[src/rtl/uart_rx.sv]
// UART receiver: 8N1 deserialiser with a valid/ack holding register and sticky error flags.
// Define UART_RX_PARITY_EN to receive 8E1 frames and report even-parity mismatches.
module uart_rx #(
  parameter int CLKS_PER_BIT = 868,
  parameter int CNT_W        = $clog2(CLKS_PER_BIT)
) (
  input  logic       clk_i,
  input  logic       rst_i,
  input  logic       uart_rx_i,
  output logic [7:0] rx_data_o,
  output logic       rx_valid_o,
  input  logic       rx_ack_i,
  output logic       frame_err_o,
  output logic       overrun_o,
  output logic       parity_err_o,
  input  logic       clr_err_i,
  output logic       busy_o
);

  localparam logic [CNT_W-1:0] FULL = CNT_W'(CLKS_PER_BIT - 1);
  localparam logic [CNT_W-1:0] HALF = CNT_W'(CLKS_PER_BIT / 2 - 1);

`ifdef UART_RX_PARITY_EN
  typedef enum logic [2:0] {IDLE, START, DATA, PARITY, STOP, WAIT_HIGH} state_t;
`else
  typedef enum logic [2:0] {IDLE, START, DATA, STOP, WAIT_HIGH} state_t;
`endif

  state_t           state_q;
  logic [CNT_W-1:0] cnt_q;
  logic [2:0]       bit_idx_q;
  logic [7:0]       shift_q;
  logic             sync1_q, rx_s_q;
  logic [7:0]       rx_data_q;
  logic             rx_valid_q, frame_err_q, overrun_q;

  logic tick_full, stop_smp, stop_good, load, ovr_set, ferr_set;

  // Idle-high reset value keeps a held reset from looking like a start bit.
  always_ff @(posedge clk_i or negedge rst_i) begin
    if (!rst_i) begin
      sync1_q <= 1'b1;
      rx_s_q  <= 1'b1;
    end else begin
      sync1_q <= uart_rx_i;
      rx_s_q  <= sync1_q;
    end
  end

  assign tick_full = (cnt_q == FULL);
  assign stop_smp  = (state_q == STOP) && tick_full;
  assign stop_good = stop_smp && rx_s_q;
  assign ferr_set  = stop_smp && !rx_s_q;
  assign load      = stop_good && (!rx_valid_q || rx_ack_i);
  assign ovr_set   = stop_good && rx_valid_q && !rx_ack_i;

  always_ff @(posedge clk_i or negedge rst_i) begin
    if (!rst_i) begin
      state_q   <= IDLE;
      cnt_q     <= '0;
      bit_idx_q <= '0;
      shift_q   <= '0;
    end else begin
      case (state_q)
        IDLE: begin
          cnt_q <= '0;
          if (!rx_s_q) state_q <= START;
        end
        START: begin
          if (cnt_q == HALF) begin
            cnt_q <= '0;
            if (rx_s_q) state_q <= IDLE;
            else begin
              state_q   <= DATA;
              bit_idx_q <= '0;
            end
          end else cnt_q <= cnt_q + CNT_W'(1);
        end
        DATA: begin
          if (tick_full) begin
            cnt_q     <= '0;
            shift_q   <= {rx_s_q, shift_q[7:1]};
            bit_idx_q <= bit_idx_q + 3'd1;
`ifdef UART_RX_PARITY_EN
            if (bit_idx_q == 3'd7) state_q <= PARITY;
`else
            if (bit_idx_q == 3'd7) state_q <= STOP;
`endif
          end else cnt_q <= cnt_q + CNT_W'(1);
        end
`ifdef UART_RX_PARITY_EN
        PARITY: begin
          if (tick_full) begin
            cnt_q   <= '0;
            state_q <= STOP;
          end else cnt_q <= cnt_q + CNT_W'(1);
        end
`endif
        STOP: begin
          // Leaving at stop-bit centre re-arms half a bit early for back-to-back frames.
          if (tick_full) begin
            cnt_q   <= '0;
            state_q <= rx_s_q ? IDLE : WAIT_HIGH;
          end else cnt_q <= cnt_q + CNT_W'(1);
        end
        WAIT_HIGH: begin
          cnt_q <= '0;
          if (rx_s_q) state_q <= IDLE;
        end
        default: begin
          state_q <= IDLE;
          cnt_q   <= '0;
        end
      endcase
    end
  end

  // Holding register and sticky flags; a set event beats a same-cycle clear.
  always_ff @(posedge clk_i or negedge rst_i) begin
    if (!rst_i) begin
      rx_data_q   <= 8'h00;
      rx_valid_q  <= 1'b0;
      frame_err_q <= 1'b0;
      overrun_q   <= 1'b0;
    end else begin
      if (load) begin
        rx_data_q  <= shift_q;
        rx_valid_q <= 1'b1;
      end else if (rx_ack_i) begin
        rx_valid_q <= 1'b0;
      end
      if (ferr_set)       frame_err_q <= 1'b1;
      else if (clr_err_i) frame_err_q <= 1'b0;
      if (ovr_set)        overrun_q   <= 1'b1;
      else if (clr_err_i) overrun_q   <= 1'b0;
    end
  end

`ifdef UART_RX_PARITY_EN
  logic parity_err_q, par_set;
  assign par_set = (state_q == PARITY) && tick_full && (rx_s_q ^ (^shift_q));

  always_ff @(posedge clk_i or negedge rst_i) begin
    if (!rst_i)         parity_err_q <= 1'b0;
    else if (par_set)   parity_err_q <= 1'b1;
    else if (clr_err_i) parity_err_q <= 1'b0;
  end
  assign parity_err_o = parity_err_q;
`else
  assign parity_err_o = 1'b0;
`endif

  assign rx_data_o   = rx_data_q;
  assign rx_valid_o  = rx_valid_q;
  assign frame_err_o = frame_err_q;
  assign overrun_o   = overrun_q;
  assign busy_o      = (state_q != IDLE);

endmodule

[config.mk]
export PLATFORM = sky130hd
export DESIGN_NAME = uart_rx
export DESIGN_NICKNAME = d
export VERILOG_FILES = /design/src/rtl/uart_rx.sv
export SDC_FILE = /design/constraint.sdc
export NUM_CORES = 1
export LEC_CHECK = 0
export ABC_AREA = 0
export BUFFER_PORTS_ARGS = -buffer_cell sky130_fd_sc_hd__buf_2
export CORE_ASPECT_RATIO = 1.2
export CORE_MARGIN = 3
export CORE_UTILIZATION = 43
export CTS_CLUSTER_SIZE = 30
export DETAILED_ROUTE_END_ITERATION = 16
export PLACE_DENSITY = 0.61
export SKIP_CTS_REPAIR_TIMING = 1
export SLEW_MARGIN = 20
export SYNTH_ARGS = -nofsm -noshare
export SYNTH_HDL_FRONTEND = slang
export SYNTH_SLANG_ARGS = --single-unit
[constraint.sdc]
create_clock -name clk_i -period 2.6 [get_ports clk_i]
set_input_delay 0.26 -clock clk_i [delete_from_list [all_inputs] [get_ports clk_i]]
set_output_delay 0.26 -clock clk_i [all_outputs]
set_load 0.05 [all_outputs]
Yosys cells after proc, flatten, opt, wreduce, memory -nomap -nowiden
Index checks and enable logic that the tools add are counted.

Flip-flop bits (word level): 37. Latch bits: 0. RAM bits: 0. Bits in read-only memories: 0. Input bits: 5. Output and inout port bits: 13. Word-level logic and storage cells: 67. Memories kept: 0.

$add $sub $neg: 2. Multipliers: 0. Div/mod/pow operators: 0. Order comparisons: 0. Eq/ne operators: 14. Shifts and indexed selects: 0. Muxes and demuxes: 21. Bitwise operators: 0. Reductions and logical operators: 20.

Operators with widths (count): $mux 3 (10); $mux 10 (2); $pmux 10 s2 (1); $pmux 3 s5 (1); $ne 2x2->1 const B (7); $add 10x1->10 const B (1); $eq 10x10->1 const B (1); $eq 10x9->1 const B (1); $reduce_bool 2->1 (4); $eq 3x2->1 const B (2); $eq 3x3->1 const B (2); $logic_and 1x1->1 (6); $pmux 3 s2 (1); $reduce_and 6->1 (1); $mux 1 (5); $reduce_and 4->1 (1); $add 3x1->3 const B (1); $eq 3x1->1 const B (1); $logic_not 1->1 (3); $logic_not 3->1 (1); $reduce_bool 3->1 (1); $mux 2 (1); $reduce_and 2->1 (1); $reduce_or 2->1 (1); $logic_or 1x1->1 (1).

Logic depth before layout (Yosys ltp)
Gate-level depths: netlist of the first run.

Word-level depth: 6. Mapped depth: 7. Depth with buffers taken out: 6.

Worst setup path before layout of the first run
No wires, ideal clock.

Path kind: register to register. From: reg cnt_q[2]. To: reg rx_data_q[0] (netlist: rx_data_o[0]). Library setup time: 0.125 ns. Arrival time: 1.870 ns. Required time: 2.475 ns. Setup slack: 0.605 ns. Stages on the path, launching flop included: 7. Buffers on the path: 2. Period minus slack after synthesis: 1.995 ns. Cells stage by stage: dfrtp_1 > or3b_1 > buf_6 > nor3_4 > and4_1 > buf_6 > mux2_4.

Word-level cells in the longest chain between the ends: 4.

Ends and longest elaborated chain: start, declared (line 30) `logic [CNT_W-1:0] cnt_q;`; start signal, assigned (line 77) `end else cnt_q <= cnt_q + CNT_W'(1);`; start signal, assigned (line 89) `end else cnt_q <= cnt_q + CNT_W'(1);`; start signal, assigned (line 104) `end else cnt_q <= cnt_q + CNT_W'(1);`; $eq 10x10->1 (line 50) `assign tick_full = (cnt_q == FULL);`; $logic_and 1x1->1 (line 51) `assign stop_smp = (state_q == STOP) && tick_full;`; $logic_and 1x1->1 (line 52) `assign stop_good = stop_smp && rx_s_q;`; $logic_and 1x1->1 (line 54) `assign load = stop_good && (!rx_valid_q || rx_ack_i);`; end signal, assigned (line 127) `rx_data_q <= shift_q;`; end, declared (line 34) `logic [7:0] rx_data_q;`.

Every way passes these cells. A chain may end at the register's enable or synchronous reset.

Worst setup path after layout of the first run
From: reg cnt_q[2]. To: reg rx_data_q[6] (netlist: rx_data_o[6]).

The elaborated chain is that of the path after synthesis.

==> results of run 1 <==
==> cell type report <==
| cell class | instances | area, um2 |
|---|---|---|
| timing repair buffer | 17 | 87.6 |
| tap | 52 | 65.1 |
| clock buffer | 7 | 86.3 |
| fill | 355 | 1840 |
| sequential | 37 | 928 |
| inverter | 7 | 26.3 |
| clock inverter | 1 | 7.51 |
| multi-input combinational | 94 | 746 |
==> power groups by stage <==
stage	Clock [W]	Sequential (W)	Combinational (W)
final	0.000408	0.000580	0.0000176
after global routing	0.000448	0.000580	0.0000208
after CTS	0.000427	0.000580	0.0000189
after detailed placement	0	0.000591	0.0000189
after global placement	0	0.000591	0.0000185
after floorplan	0	0.000590	0.00000565
==> stage by stage <==
step / power, W / util (%)
floorplan: 0.000596 / -
global placement: 0.000609 / 49.0
detailed placement: 0.000610 / 49.0
CTS: 0.00103 / 51.5
global route: 0.00105 / 51.5
finish: 0.00101 / 51.5
==> worst max-delay path by stage <==
stage	end	startpoint	cells past startpoint
3_3_place_gp	rx_data_o[5]	cnt_q[2]	5
4_1_cts	rx_data_o[6]	cnt_q[2]	5
5_1_grt	rx_data_o[6]	cnt_q[2]	5
6_report	rx_data_o[6]	cnt_q[2]	5
2_1_floorplan	rx_data_o[0]	cnt_q[2]	6
3_5_place_dp	rx_data_o[6]	cnt_q[2]	5
==> critical path: stages, from the launching register on <==
cell	delay [ps]
dfrtp_1	430
or3b_1	520
nor3_4	340
and4_1	230
buf_4	200
mux2_4	320
==> cell families after synthesis <==
group / after synthesis
compound gates: 12
xor+xnor: 9
fa+ha+maj: 4
buf+inv: 14
flops: 37
mux: 19
other cells: 1
simple gates: 49
==> flip-flops by register name, indices dropped and copies added (netlist names) <==
name	cells
frame_err_o	1
sync1_q	1
rx_valid_o	1
overrun_o	1
rx_data_o	8
bit_idx_q	3
cnt_q	10
rx_s_q	1
shift_q	8
state_q	3
==> synth_stat cells (all sizes together) <==
| library cell | count |
|---|---|
| nor3b | 1 |
| xor2 | 4 |
| a21bo | 1 |
| ha | 4 |
| a211oi | 1 |
| o211ai | 1 |
| mux2 | 17 |
| inv | 7 |
| xnor2 | 5 |
| nor4 | 2 |
| nor2 | 14 |
| a21o | 1 |
| dfrtp | 35 |
| and3 | 2 |
| nor3 | 2 |
| buf | 4 |
| a22oi | 1 |
| o31ai | 2 |
| nand2b | 3 |
| mux2i | 2 |
| o22ai | 1 |
| conb | 1 |
| dfstp | 2 |
| nand3b | 2 |
| o21ai | 1 |
| nand4b | 1 |
| clkbuf | 3 |
| or3b | 1 |
| nand3 | 3 |
| nand2 | 7 |
| nand4 | 4 |
| nand4bb | 1 |
| a21oi | 2 |
| a211o | 1 |
| and4 | 2 |
| nor2b | 4 |
==> routing by layer <==
layer | routed length [um] | track usage, % | vias to the layer above
met5 | 0 | 0 | -
met3 | 140 | 5.16 | 5
met1 | 1320 | 16.7 | 526
met4 | 50 | 5.63 | 0
met2 | 1420 | 20.9 | 25
li1 | - | - | 531
==> metrics.cfg, run 1 <==
[setup_path]
cp.required_ps=2770
arrival_ps=2330
cp-end-kind=flip-flop
criticalPathCategory=flip-flop to flip-flop
r2r_start=cnt_q[2]
reg2regPathDepth=5
reg2reg_slack_ps=440
crit_path_max_fanout=8
timing.rr.end=rx_data_o[6]
start_kind=flip-flop

[cts]
clk_latency_ps=290
cts.sinks=37
numCtsBuffers=5
cts_max_level=2
cts_tree=built
cts_buffer_depth=2
clk_pin_slew_ps=80
cts-root-buf=clkbuf_8

[finish]
antenna_cells=0
final_cell_mix=dfrtp_1 (35), buf_2 (16), nor2_1 (14)
final_cells=215
areaGrowthSynthToFinish_pct=11.5
layout_commonest_cell=dfrtp_1
layout-drive-gt1-share_pct=29.4
design_area_um2=1950
nNetsFinal=171

[yosys]
ys_top_cells_by_area=dfrtp_1 (50%), mux2_4 (6.9%), mux2_2 (5.8%)
syn_inst=145
synthMuxAreaShare_pct=13.8
synthSimpleGateAreaFrac_pct=16.4
syn-mean-instance-area_um2=12.0
synthesis.nets=154
synthXorXnorAreaFrac_pct=4.51
syn_area_um2=1750
synth_top_area_share_pct=50.1
ys_seq_area_share_pct=53.2
ys_ff_latch=37
synth_top_area_cell=dfrtp_1
synth_cell_types=42
synth_top_family_by_area=simple AND/OR/NAND/NOR gates
yosysWarnings=0
synth_compound_area_share_pct=4.87
yosys.area_share.adder_pct=2.87

[grt]
grt_pass1_wl_mm=4.86
grtUsageTotal_pct=13.3
antenna_found_initial=0
grt_start_max_net_pins=38
grt_pass1_vias=1043
gr-total-overflow=0

[timing]
final_max_slew_viol_count=0
worst_pin_slew_ps=787
setup_slack_ps=439
hold_viol_final=0
final.period_utilization_pct=83.1
whs_ps=46.6
fmax_mhz=463
rsz0062_at_grt=no
relSlewSlack_pct=47.5
tns_ps=0
fin_worst_skew_ps=11.6
period_minus_slack_ps=2160
setup_viol=0

[power_and_ir_drop]
p_seq_share_pct=57.7
peakVddDrop_mv=0.368
swShare_pct=20.8
power_density_nw_per_um2=517
p_sw_w=0.000209
p_int_w=0.000796
comb_power_share_pct=1.7
p_leak_nw=0.964
clkPwrFrac_pct=40.6

[detailed_routing]
drt_wl_total_mm=2.94
drcViolationCount=0
drt_iter0_markers=43
vias=1087
ant_nets=0
post_drt_wl_per_cell_um=13.7
firstDrtPassIters=4
routed_via_density=5.06

[placement]
place_inst=207
post-place-ws_ps=455
gp_routability_congestion=0.810
io_buffer_count=16
place_hpwl_mm=2.11
place_area_um2=1850

[outcome]
outcome=completed

[die]
core_area_um2=3780
dieHeight_um=75.8
initial_core_util_pct=46.2
die_area_um2=4870
rows=24
ioPinCount=18
die_x_um=64.2

[job]
drv_cap=0

[hold_path]
hold_path_class=input port to asynchronous set/reset pin

(Power assumes the default switching activity.)
==> run 2, diff against run 1 <==
PLACE_DENSITY = 0.64   (was 0.61)
clock period = 1.8 ns   (was 2.6 ns; I/O delays follow)
==> run 2 against run 1 <==
  * The flow now finishes with violations (hold timing)
  * Clock-buffer cell count is 2 lower
  * Cell count is 6.5% higher
  * Setup slack worse by 400 ps
  * Final area is 9.3% higher
  * Combinational power is 59% higher
  * Critical path type unchanged
  * Largest cell class unchanged
  * Largest power group unchanged
  * Highest routed layer unchanged
==> metrics.cfg, run 2 (synthesis results as in run 1) <==
[setup_path]
start_kind=flip-flop  ; unchanged
cp_slowest_cell=dfrtp_1  ; was or3b_1
criticalPathCategory=flip-flop to flip-flop  ; unchanged
cp.required_ps=1990  ; was 2770 ps
timing.rr.end=rx_data_o[0]  ; was rx_data_o[6]
crit_chain=ha_1 > nand4bb_4 > nor3_4 > and4_4 > buf_12 > mux2_4  ; was or3b_1 > nor3_4 > and4_1 > buf_4 > mux2_4
max_stage_delay_ps=360  ; was 520 ps
arrival_ps=1950  ; was 2330 ps
crit_path_max_fanout=8  ; unchanged
cp_num_buf_inv=1  ; unchanged
cp-end-kind=flip-flop  ; unchanged
crit_family=simple AND/OR/NAND/NOR gates  ; unchanged
cp-startpoint=cnt_q[0]  ; was cnt_q[2]
reg2regPathDepth=6  ; was 5
reg2reg_slack_ps=40  ; was 440 ps
r2r_start=cnt_q[0]  ; was cnt_q[2]

[detailed_routing]
wl_met1_mm=1.38  ; was 1.32 mm
routed.top_layer=met4  ; unchanged
drt_wl_total_mm=3.28  ; was 2.94 mm
firstDrtPassIters=4  ; unchanged
routed_via_density=5.05  ; was 5.06
ant_nets=0  ; unchanged
post_drt_wl_per_cell_um=14.3  ; was 13.7 um
wl_met2_mm=1.69  ; was 1.42 mm
vias=1156  ; was 1087
drcViolationCount=0  ; unchanged
wl_met3_um=143  ; was 140 um
drt_iter0_markers=37  ; was 43

[die]
rows=24  ; unchanged
die_area_um2=4870  ; unchanged
dieHeight_um=75.8  ; unchanged
die_x_um=64.2  ; unchanged
ioPinCount=18  ; unchanged
initial_core_util_pct=46.2  ; unchanged
core_area_um2=3780  ; unchanged

[timing]
hold_viol_final=35  ; was 0
final_max_slew_viol_count=0  ; unchanged
period_minus_slack_ps=1760  ; was 2160 ps
fmax_mhz=568  ; was 463 MHz
worst_pin_slew_ps=815  ; was 787 ps
setup_viol=0  ; unchanged
fin_worst_skew_ps=5.18  ; was 11.6 ps
relSlewSlack_pct=45.7  ; was 47.5%
final.period_utilization_pct=97.9  ; was 83.1%
whs_ps=-31.6  ; was 46.6 ps

[finish]
areaGrowthSynthToFinish_pct=21.8  ; was 11.5%
layout_commonest_cell=dfrtp_1  ; unchanged
fin_util_pct=56.2  ; was 51.5%
antenna_cells=0  ; unchanged
final_cells=229  ; was 215
largest_reg_flops=10  ; unchanged
nNetsFinal=185  ; was 171
layout-drive-gt1-share_pct=37.3  ; was 29.4%
final_cell_mix=dfrtp_1 (35), buf_2 (16), nor2_1 (14)  ; unchanged
regMostFlops=cnt_q  ; unchanged
final.fill_count=343  ; was 355

[grt]
grt_pass1_vias=1184  ; was 1043
gr-total-overflow=0  ; unchanged
antenna_found_initial=0  ; unchanged
grtUsageTotal_pct=15.0  ; was 13.3%
grt_pass1_wl_mm=5.34  ; was 4.86 mm
grt_start_max_net_pins=38  ; unchanged

[cts]
cts_buffer_depth=2  ; unchanged
cts_tree=built  ; unchanged
clk_pin_slew_ps=80  ; about the same
cts.sinks=37  ; unchanged
clk_latency_ps=300  ; was 290 ps
cts_max_level=2  ; unchanged
numCtsBuffers=5  ; unchanged
cts-root-buf=clkbuf_8  ; unchanged

[placement]
place_hpwl_mm=2.38  ; was 2.11 mm
io_buffer_count=16  ; unchanged
place_inst=220  ; was 207
gp_routability_congestion=0.761  ; was 0.810

[power_and_ir_drop]
power_density_nw_per_um2=754  ; was 517 nW/um2
p_leak_nw=1.06  ; was 0.964 nW
peakVddDrop_mv=0.454  ; was 0.368 mV

[outcome]
violations=hold timing
outcome=finished, violations left  ; was completed

[job]
drv_cap=0  ; unchanged

[hold_path]
hold_path_class=input port to asynchronous set/reset pin  ; unchanged

==> run 2: cell count changes in the layout (fill, tap and decap cells not counted), moves of 2 or more <==
cell / previous run / this run
o31ai_2: 0 / 2
buf_12: 0 / 2
buf_4: 1 / 12
o31ai_1: 2 / 0
==> run 2: per-layer routing <==
metal | vias to the layer above | global-route usage [%]
li1 | 564 | -
met1 | 565 | 16.8
met2 | 21 | 25.5
met3 | 6 | 4.13
met4 | 0 | 9.86
met5 | - | 0
==> run 2: final cells by class <==
| type | count | area [um2] | share of cell area, % |
|---|---|---|---|
| Timing Repair Buffer | 31 | 220 | 10.4 |
| Inverter | 7 | 26.3 | 1.24 |
| Tap cell | 52 | 65.1 | 3.06 |
| Sequential cell | 37 | 928 | 43.6 |
| Clock inverter | 3 | 46.3 | 2.18 |
| Clock buffer | 5 | 68.8 | 3.24 |
| Multi-Input combinational cell | 94 | 772 | 36.3 |
==> run 2: worst max-delay path by stage <==
stage	slack (ps)	cells past startpoint	endpoint
after CTS	-20	6	cnt_q[9]
final	40	6	rx_data_o[0]
after detailed placement	6	5	rx_data_o[0]
after global placement	20	5	rx_data_o[6]
after floorplan	-110	6	rx_data_o[0]
after global routing	-20	6	rx_data_o[0]
==> run 2: worst register-to-register path, cell delays in order, from the launching register on <==
cell,delay (ps)
dfrtp_1,360
ha_1,230
nand4bb_4,160
nor3_4,230
and4_4,240
buf_12,130
mux2_4,300
==> run 2: where the power goes <==
group	internal [W]	switching [W]	total, W
clock network	0.000415	0.000323	0.000738
registers	0.000835	0.00000281	0.000837
logic	0.00000591	0.0000220	0.0000279
==> run 2: through the flow <==
step / power, W / setup TNS (ps) / setup slack [ps] / hold slack, ps / instance area, um2
2_1_floorplan: 0.000861 / -927 / -114 / -116 / 1750
3_3_place_gp: 0.000880 / 0 / 23.8 / 290 / 1980
3_5_place_dp: 0.000881 / 0 / 6.32 / 289 / 1980
5_1_grt: 0.00166 / -196 / -22.3 / 31.1 / 2130
4_1_cts: 0.00162 / -79.7 / -18.1 / -32.1 / 2090
6_report: 0.00160 / 0 / 38.6 / -31.6 / 2130
